$ cat src/rtl/irq_pending_ctrl.sv
// Pending-interrupt register with a two-state offer FSM feeding a downstream priority encoder.
// Define IRQ_EDGE_DETECT_EN for rising-edge event detection; level detection otherwise.
module irq_pending_ctrl #(
    parameter int unsigned ACK_TIMEOUT = 15
) (
    input  logic       clk,
    input  logic       rst_n,
    input  logic [3:0] irq_in,
    input  logic [3:0] mask,
    output logic [3:0] req_vec,
    output logic       req_valid,
    input  logic [1:0] grant_id,
    input  logic       grant_ack,
    output logic [3:0] pending,
    output logic       timeout_err
);

    typedef enum logic {
        IDLE  = 1'b0,
        OFFER = 1'b1
    } state_t;

    localparam logic [7:0] TIMEOUT_VAL = 8'(ACK_TIMEOUT);

    state_t     state_q, state_d;
    logic [3:0] irq_s_q;
    logic [3:0] pending_q, pending_d;
    logic [3:0] req_vec_q, req_vec_d;
    logic       req_valid_q, req_valid_d;
    logic       timeout_err_q, timeout_err_d;
    logic [7:0] timer_q, timer_d;
    logic [3:0] event_vec;
    logic [3:0] clr_vec;
    logic       ack_valid;

    // irq_in is registered once before detection, so a pending bit appears one edge after sampling.
`ifdef IRQ_EDGE_DETECT_EN
    logic [3:0] irq_prev_q;

    always_ff @(posedge clk) begin
        if (!rst_n) begin
            irq_prev_q <= '0;
        end else begin
            irq_prev_q <= irq_s_q;
        end
    end

    assign event_vec = irq_s_q & ~irq_prev_q;
`else
    assign event_vec = irq_s_q;
`endif

    always_comb begin
        state_d       = state_q;
        req_vec_d     = req_vec_q;
        req_valid_d   = req_valid_q;
        timer_d       = timer_q;
        timeout_err_d = 1'b0;
        clr_vec       = '0;
        ack_valid     = (state_q == OFFER) && grant_ack && req_vec_q[grant_id];

        if (ack_valid) begin
            clr_vec[grant_id] = 1'b1;
        end

        case (state_q)
            IDLE: begin
                if ((pending_q & mask) != 4'b0000) begin
                    state_d     = OFFER;
                    req_vec_d   = pending_q & mask;
                    req_valid_d = 1'b1;
                    timer_d     = '0;
                end
            end
            OFFER: begin
                // A valid ack wins over a timeout landing on the same edge.
                if (ack_valid) begin
                    state_d     = IDLE;
                    req_vec_d   = '0;
                    req_valid_d = 1'b0;
                end else if (timer_q == TIMEOUT_VAL) begin
                    state_d       = IDLE;
                    req_vec_d     = '0;
                    req_valid_d   = 1'b0;
                    timeout_err_d = 1'b1;
                end else begin
                    timer_d = timer_q + 8'd1;
                end
            end
            default: begin
                state_d = IDLE;
            end
        endcase

        // A new event on a bit being cleared keeps that bit set.
        pending_d = (pending_q & ~clr_vec) | event_vec;
    end

    always_ff @(posedge clk) begin
        if (!rst_n) begin
            state_q       <= IDLE;
            irq_s_q       <= '0;
            pending_q     <= '0;
            req_vec_q     <= '0;
            req_valid_q   <= 1'b0;
            timeout_err_q <= 1'b0;
            timer_q       <= '0;
        end else begin
            state_q       <= state_d;
            irq_s_q       <= irq_in;
            pending_q     <= pending_d;
            req_vec_q     <= req_vec_d;
            req_valid_q   <= req_valid_d;
            timeout_err_q <= timeout_err_d;
            timer_q       <= timer_d;
        end
    end

    assign req_vec     = req_vec_q;
    assign req_valid   = req_valid_q;
    assign pending     = pending_q;
    assign timeout_err = timeout_err_q;

endmodule

$ cat config.mk
export PLATFORM = sky130hd
export DESIGN_NAME = irq_pending_ctrl
export DESIGN_NICKNAME = d
export VERILOG_FILES = /design/src/rtl/irq_pending_ctrl.sv
export SDC_FILE = /design/constraint.sdc
export NUM_CORES = 1
export LEC_CHECK = 0
export ABC_AREA = 1
export ABC_CLOCK_PERIOD_IN_PS = 1800
export CAP_MARGIN = 5
export CORE_MARGIN = 2
export CORE_UTILIZATION = 30
export CTS_CLUSTER_DIAMETER = 120
export DETAILED_ROUTE_END_ITERATION = 6
export GPL_TIMING_DRIVEN = 0
export PLACE_DENSITY = 0.48
export SETUP_SLACK_MARGIN = 0.1
export SYNTH_ARGS = -nofsm -noshare
export SYNTH_HDL_FRONTEND = slang
export SYNTH_SLANG_ARGS = --single-unit
$ cat constraint.sdc
create_clock -name clk -period 1.8 [get_ports clk]
set_clock_uncertainty 0.2 [all_clocks]
set_input_delay 0.18 -clock clk [delete_from_list [all_inputs] [get_ports clk]]
set_output_delay 0.18 -clock clk [all_outputs]
set_load 0.05 [all_outputs]
### After elaboration in Yosys (flattened, before gate mapping)

Index checks and enable logic that the tools add are counted.

| cells by class | value |
|---|---|
| add/subtract/negate cells | 1 |
| magnitude comparators | 2 |
| eq/ne operators | 5 |
| muxes and demuxes | 22 |
| bitwise operators | 6 |
| reduce and logical (&&, ||, !) cells | 7 |

Operators by type and width:

| cell | count |
|---|---|
| 2-to-1 mux 8 bit | 3 |
| 2-to-1 mux 4 bit | 4 |
| one-hot mux 8 bit (2 select lines) | 1 |
| 2-to-1 mux 1 bit | 9 |
| adder 8 x 1 -> 8 bit, second input constant | 1 |
| bitwise AND 4 bit | 2 |
| equality test 8 x 4 -> 1 bit, second input constant | 1 |
| one-hot mux 4 bit (2 select lines) | 1 |
| inequality test 2 bit, second input constant | 3 |
| inverter 4 bit | 1 |
| OR 4 bit | 1 |
| one-hot mux 1 bit (2 select lines) | 2 |
| nonzero test 4 bit | 1 |
| logical AND 1 bit | 3 |
| < comparator 2 x 3 -> 1 bit, second input constant | 1 |
| inequality test 3 x 1 -> 1 bit, second input constant | 1 |
| AND reduction 3 bit | 1 |
| OR reduction 3 bit | 1 |
| binary-select mux 1 bit (select 2 bit) | 1 |
| demux 1 bit (select 2 bit) | 1 |
| greater-or-equal comparator 2 x 1 -> 1 bit, second input constant | 1 |
| inverter 1 bit | 2 |
| AND reduction 2 bit | 1 |

| word-level totals | value |
|---|---|
| register bits | 23 |
| input port bits | 13 |
| output and inout port bits | 10 |
| word-level logic and storage cells | 50 |

### Logic depth before layout (Yosys ltp)

Gate-level depths: netlist of run 1.

| logic depth | value |
|---|---|
| depth after elaboration | 8 |
| mapped depth | 10 |
| depth with buffers taken out | 10 |

### Least setup slack after synthesis of run 1

Ideal clock, no wire load.

| path | value |
|---|---|
| path kind | reg2reg |
| start | reg pending_q[2], in the netlist pending[2] |
| end | reg timer_q[0] |
| setup time | 0.116 ns |
| arrival | 1.359 ns |
| required time | 1.484 ns |
| setup slack | 0.125 ns |
| stages on the path, launching flop included | 10 |
| path buffers | 0 |
| period minus slack after synthesis | 1.675 ns |
| cell sequence | dfxtp_1 -> nand2_1 -> nand2_1 -> nor2_1 -> nand2_1 -> nand2_1 -> inv_2 -> nand2_2 -> o21ai_0 -> nor2_1 |

| on the way | value |
|---|---|
| longest elaborated chain between the ends | 4 |

Ends and longest elaborated chain:

| what | RTL line | text |
|---|---|---|
| start: declaration | 27 | `logic [3:0] pending_q, pending_d;` |
| start signal: assignment | 111 | `pending_q <= pending_d;` |
| bitwise AND 4 bit | 68 | `if ((pending_q & mask) != 4'b0000) begin` |
| nonzero test 4 bit | 68 |  |
| inequality test 2 bit (no line) | n/a |  |
| AND reduction 3 bit (no line) | n/a |  |
| end signal: assignment | 115 | `timer_q <= timer_d;` |
| end: declaration | 31 | `logic [7:0] timer_q, timer_d;` |

Every way passes these cells.
A chain may end at the register's enable or synchronous reset.

### Final worst setup path of run 1

| path | value |
|---|---|
| start | reg req_vec_q[3], in the netlist req_vec[3] |
| end | out req_vec[3] |

RTL lines:

| what | RTL line | text |
|---|---|---|
| start: declaration | 28 | `logic [3:0] req_vec_q, req_vec_d;` |
| start signal: assignment | 112 | `req_vec_q <= req_vec_d;` |
| end: declaration | 10 | `output logic [3:0] req_vec,` |

No word-level cell between the ends.

==> results of run 1 <==
-- cells in the mapped netlist, drive strengths merged --
cell	n	area [sq um]
nand3	12	60.1
buf	1	15.0
clkbuf	2	7.51
inv	24	90.1
o21ai	7	35.0
nand2	57	231
nor2	13	51.3
ha	1	12.5
o21bai	1	7.51
nand4	5	31.3
a21oi	17	85.1
nor3	1	5.00
dfxtp	23	460
-- final timing paths --
kind	from	to	slack [ns]	cells after the start
max	req_vec[3]	req_vec[3]	0.15	1
min	irq_in[1]	event_vec[1]	0.16	3
min reg2reg	event_vec[2]	pending[2]	0.24	2
max reg2reg	timer_q[0]	req_vec[0]	0.22	10
-- state kept, by name, indices dropped and copies added (netlist names) --
signal	flops
req_valid	1
pending	4
timeout_err	1
req_vec	4
timer_q	8
state_q	1
event_vec	4
-- kinds of logic after synthesis --
| logic type | share of synthesized area |
|---|---|
| buf+inv | 0.103 |
| fa+ha+maj | 0.0115 |
| flops | 0.422 |
| simple gates | 0.347 |
| compound gates | 0.117 |
-- routing by layer --
metal | GRT usage | up-vias
met1 | 0.218 | 486
li1 | - | 579
met4 | 0.0239 | 0
met2 | 0.220 | 19
met5 | 0 | -
met3 | 0.0440 | 5
-- per-stage QoR --
stage	total power [mW]	cell area, sq um	instances	hold slack, ns
after floorplan	0.693	1090	164	0.0776
after global placement	0.777	1360	231	0.225
after detailed placement	0.778	1360	231	0.223
after CTS	1.04	1420	240	0.154
after global routing	1.10	1510	242	0.156
final	1.05	1510	242	0.161
-- timing repair --
item / CTS / global route
endpoints found under the setup margin: 15 / 22
setup buffers: 2 / 2
pin swaps: 1 / 2
hold endpoints to repair: 2 / 0
cloned: 0 / 0
hold buffers: 3 / 0
resized for setup: 10 / 24
-- placed cells by master, fill, tap and decap left out, types with 2 or more instances in the layout --
cell             Yosys  final
nand2_4              1      2
inv_2                4      4
nand2_1             52     48
dfxtp_1             23     21
nor2_4               0      2
clkdlybuf4s50_1      0     11
clkdlybuf4s15_1      0      5
a21oi_1             17     13
nand3_1             12     12
nor2_1              12     11
nand2_2              4      7
o21ai_0              7      7
dfxtp_2              0      2
dlygate4sd2_1        0      5
buf_4                0      4
nand4_1              5      5
clkbuf_4             0      3
inv_1               20     20
a21oi_2              0      4
dlygate4sd3_1        0      2
-- worst min-delay path, delay by kind of cell --
kind | cells | cell delay (ns)
AND/OR/NAND/NOR | 1 | 0.06
buffers and inverters | 2 | 0.42
-- report_power, final --
part | switching, mW | internal (mW)
Combinational | 0.147 | 0.0837
Clock | 0.175 | 0.0851
Sequential | 0.0212 | 0.534
-- area by class of cell --
class | count | area (sq um) | area share
clock buffers | 3 | 22.5 | 0.0150
clock inverters | 1 | 7.51 | 0.00499
flip-flops and latches | 23 | 463 | 0.308
well taps | 46 | 57.6 | 0.0382
repair buffers | 28 | 267 | 0.177
inverters | 24 | 90.1 | 0.0599
plain buffers | 3 | 23.8 | 0.0158
multi-input cells | 114 | 574 | 0.382
==> run metrics, run 1 <==
Fin Setup TNS=0 ns; worst skew pair latency=0.33 ns; Bufs on Longest Clock Path=2; Inserted Clock Buffers=3; CP max-delay cell=dlygate4sd2_1; post-synthesis cell type count=17; fin util=0.441; DP Worst Slack=-0.0643 ns; number of global-route vias before repair=between 1,000 and 1,500; Power Dens Cells=~700 mW/mm^2; ANT cells=0; leakage power=roughly 0.69 nW; Max Used Layer=met4; global-route wire length before repair=approximately 4.8 mm; Synth Instances=164; Setup WS post-layout=~0.15 ns; H-Tree Depth=1; RSZ-0062 raised after global routing=yes; Initial Util=0.320; DR DRC count=0; grt ovf=0; clock sinks=23; Met1 Routed Length=about 1.4 mm; Synth warnings=0; Buffers on Ports=21; Max IR drop VDD=between 0.0004 and 0.0005 V; fillers=about 380; CTS tree=built; row count=21; I/O pins=23; CP Data Required Time=~1.4 ns; GPL Wtd Cong=roughly 0.91; Syn-to-layout area delta=37.8%; Vias/cell=approximately 4.5; post-route antenna net violation count=0; crit end category=output port; Hold Path Class=in2reg; TritonRoute pass-1 iters=4; critical path fanouts, max=3; Setup crit start kind=register; crit-path max cell delay=0.54 ns; Slew headroom=0.669; max-slew violation count=0; post-DP HPWL=just over 2 mm; share of layout cells above drive strength 1=0.163; vias=1,089; Fin. Hold Viols=0; Clk pin slew, worst setup/hold paths=around 0.14 ns; initial antenna violation count=0; core area=~0.0034 sq mm; Max-cap violations=0; Max Clock Freq=0.607 GHz; WP data arrival=1.27 ns; routed len/inst=around 12 um; Synth Cell Area=0.00109 sq mm; sequential-to-total area share from yosys stat=0.422; clock root buffer=clkbuf_4; DR WL met2=approximately 1.3 mm; Die H=~64 um; Worst Path Buf+Inv=1; status=finished clean; DRT iter0 DRCs=60; Die W=around 64 um; fin crit share=0.915; total wire length=approximately 2.9 mm; crit-path cells=dlygate4sd2_1; largest net degree at the start of global routing=15; Final nets=211; met3 WL post-DR=roughly 110 um; worst-margin pin slew=roughly 0.5 ns; critical path type=reg2out; Seq cells post-synth=23; Setup violations, final=0; Synthesized Nets=between 150 and 200; Die Area=a little over 0.004 sq mm; overall global routing resource usage=0.149; delay-heaviest family, CP=buffers and inverters; Final min period=roughly 1.6 ns; syn avg cell area=approximately 6.7 sq um
No activity file was read; power rests on OpenSTA's default activity.
==> inputs of run 2 (changes only) <==
GPL_ROUTABILITY_DRIVEN = 0   (was default)
==> results of run 2 <==
The final DEF is identical to that of run 1; final timing and power are the same.
==> inputs of run 3 (changes only) <==
RECOVER_POWER = 25   (was default)
==> run 3 against run 2 <==
Design area fell by 0.17%. Sequential power barely moved. Clock-buffer cell count did not move. Global-route usage did not move. Non-clock buffer count did not move. First-iteration DRC count did not move. Utilization fell by 0.073 points. Via count did not move. Combinational power barely moved. Clock power barely moved. Critical endpoint unchanged. Largest cell class unchanged.
==> run metrics, run 3 (synthesis results as in run 1) <==
most frequent cells in the layout=nand2_1, dfxtp_1, inv_1; CTS tree=built; clock sinks=23 (unchanged); largest net degree at the start of global routing=15 (unchanged); total wire length=2.86 mm (about the same); Max IR drop VDD=0.000423 V (about the same); Hold Path Class=in2reg; routed len/inst=11.8 um (about the same); delay-heaviest family, CP=buffers and inverters; grt ovf=0 (unchanged); row count=21 (unchanged); worst-margin pin slew=0.499 ns (unchanged); initial antenna violation count=0 (unchanged); Max Used Layer=met4; Die W=64.3 um (unchanged); post-route antenna net violation count=0 (unchanged); Die Area=0.00414 sq mm (unchanged); status=finished clean; Clk pin slew, worst setup/hold paths=0.14 ns (about the same); ANT cells=0 (unchanged); Endpoint, Worst Hold=event_vec[1]; CP Data Required Time=1.42 ns (about the same); clock root buffer=clkbuf_4; R2R cell count=10 (unchanged); Setup violations, final=0 (unchanged); H-Tree Depth=1 (unchanged); Fin. Hold Viols=0 (unchanged); Buffers on Ports=21 (unchanged); Setup WS post-layout=0.153 ns (unchanged); core area=0.00342 sq mm (unchanged); cell count of the worst hold path=3 (unchanged); critical path fanouts, max=3 (unchanged); crit-path max cell delay=0.54 ns (about the same); DP Area=0.00136 sq mm (unchanged); Initial Util=0.320 (unchanged); max-slew violation count=0 (unchanged); overall global routing resource usage=0.149 (unchanged); Die H=64.3 um (unchanged); post-route cell area=0.00150 sq mm (-0.17%); post-DP HPWL=2.02 mm (unchanged); met3 WL post-DR=108 um (unchanged); crit end category=output port; TritonRoute pass-1 iters=4 (unchanged); RSZ-0062 raised after global routing=yes; Met1 Routed Length=1.41 mm (about the same); worst skew pair latency=0.33 ns (about the same); Final min period=1.65 ns (unchanged); WP data arrival=1.27 ns (about the same); leakage power=0.677 nW (-1.3%); Slew headroom=0.669 (unchanged); Largest register FFs=8 (unchanged); Max Clock Freq=0.607 GHz (unchanged); Syn-to-layout area delta=37.6%; critical path depth in cells=1 (unchanged); DP Worst Slack=-0.0643 ns (unchanged); hold wc startpoint=irq_in[1]; most common cell after layout, fill and taps aside=nand2_1; Most flops, register=timer_q; Worst Path Buf+Inv=1 (unchanged); DRT iter0 DRCs=60 (unchanged); Power Dens Cells=696 mW/mm^2 (about the same); global-route wire length before repair=4.80 mm (unchanged); worst r2r dst=req_vec[0]; Final nets=211 (unchanged); critical path type=reg2out; CP max-delay cell=dlygate4sd2_1; Setup crit start kind=register; crit-path cells=dlygate4sd2_1; DR DRC count=0 (unchanged); DR WL met2=1.32 mm (unchanged); vias=1,089 (unchanged); I/O pins=23 (unchanged); Bufs on Longest Clock Path=2 (unchanged); Inserted Clock Buffers=3 (unchanged); fillers=383 (+0.26%); share of layout cells above drive strength 1=0.163 (unchanged); r2r setup slk=0.22 ns (about the same); Vias/cell=4.50 (unchanged); Reg2Reg Launch Point=timer_q[0]; Max-cap violations=0 (unchanged); fin crit share=0.915 (unchanged); number of global-route vias before repair=1,018 (unchanged)
-- run 3: worst reg2reg max path, cell delays in order, from the launching register on --
cell	delay (ns)
dfxtp_2	0.40
ha_4	0.15
nand2_2	0.06
inv_2	0.09
nand2_2	0.08
nor2_4	0.12
nor2_4	0.05
nand2_1	0.08
nand2_2	0.11
nand2_1	0.10
a21oi_2	0.05
-- run 3: final cells by class --
cell class	instances	area, sq um	area share
clock buffers	3	22.5	0.0150
plain buffers	3	23.8	0.0158
inverters	24	90.1	0.0600
repair buffers	28	264	0.176
well taps	46	57.6	0.0383
flip-flops and latches	23	463	0.308
multi-input cells	114	574	0.382
clock inverters	1	7.51	0.00500
-- run 3: stage by stage --
step,TNS (ns),hold slack [ns],utilization,instances,power (mW)
after global routing,0,0.156,0.440,242,1.10
after detailed placement,-0.393,0.223,0.398,231,0.778
final,0,0.161,0.440,242,1.05
after floorplan,0,0.0776,-,164,0.693
after CTS,0,0.154,0.416,240,1.04
after global placement,-0.452,0.225,0.398,231,0.777
-- run 3: what timing repair did --
item                                   4_1_cts  5_1_grt
resized for setup                           10       24
endpoints found under the hold margin        2        0
setup endpoints to repair                   15       22
pin swaps                                    1        2
setup buffers                                2        2
gates cloned                                 0        0
hold buffers                                 3        0
-- run 3: power breakdown --
group / internal, mW / total, mW / switching (mW)
logic: 0.0829 / 0.230 / 0.147
registers: 0.534 / 0.556 / 0.0212
clock network: 0.0851 / 0.261 / 0.175
-- run 3: layer usage --
metal | GRT usage | up-vias
met1 | 0.218 | 486
met5 | 0 | -
met3 | 0.0440 | 5
met4 | 0.0239 | 0
li1 | - | 579
met2 | 0.220 | 19
-- run 3: worst max path at each step --
stage	from	end	slack [ns]
finish	req_vec[3]	req_vec[3]	0.15
global placement	grant_id[0]	timer_q[0]	-0.08
floorplan	pending[2]	timer_q[0]	0.13
CTS	timer_q[0]	timer_q[0]	0.09
detailed placement	grant_id[0]	timer_q[0]	-0.06
global route	grant_id[0]	pending[1]	0.05
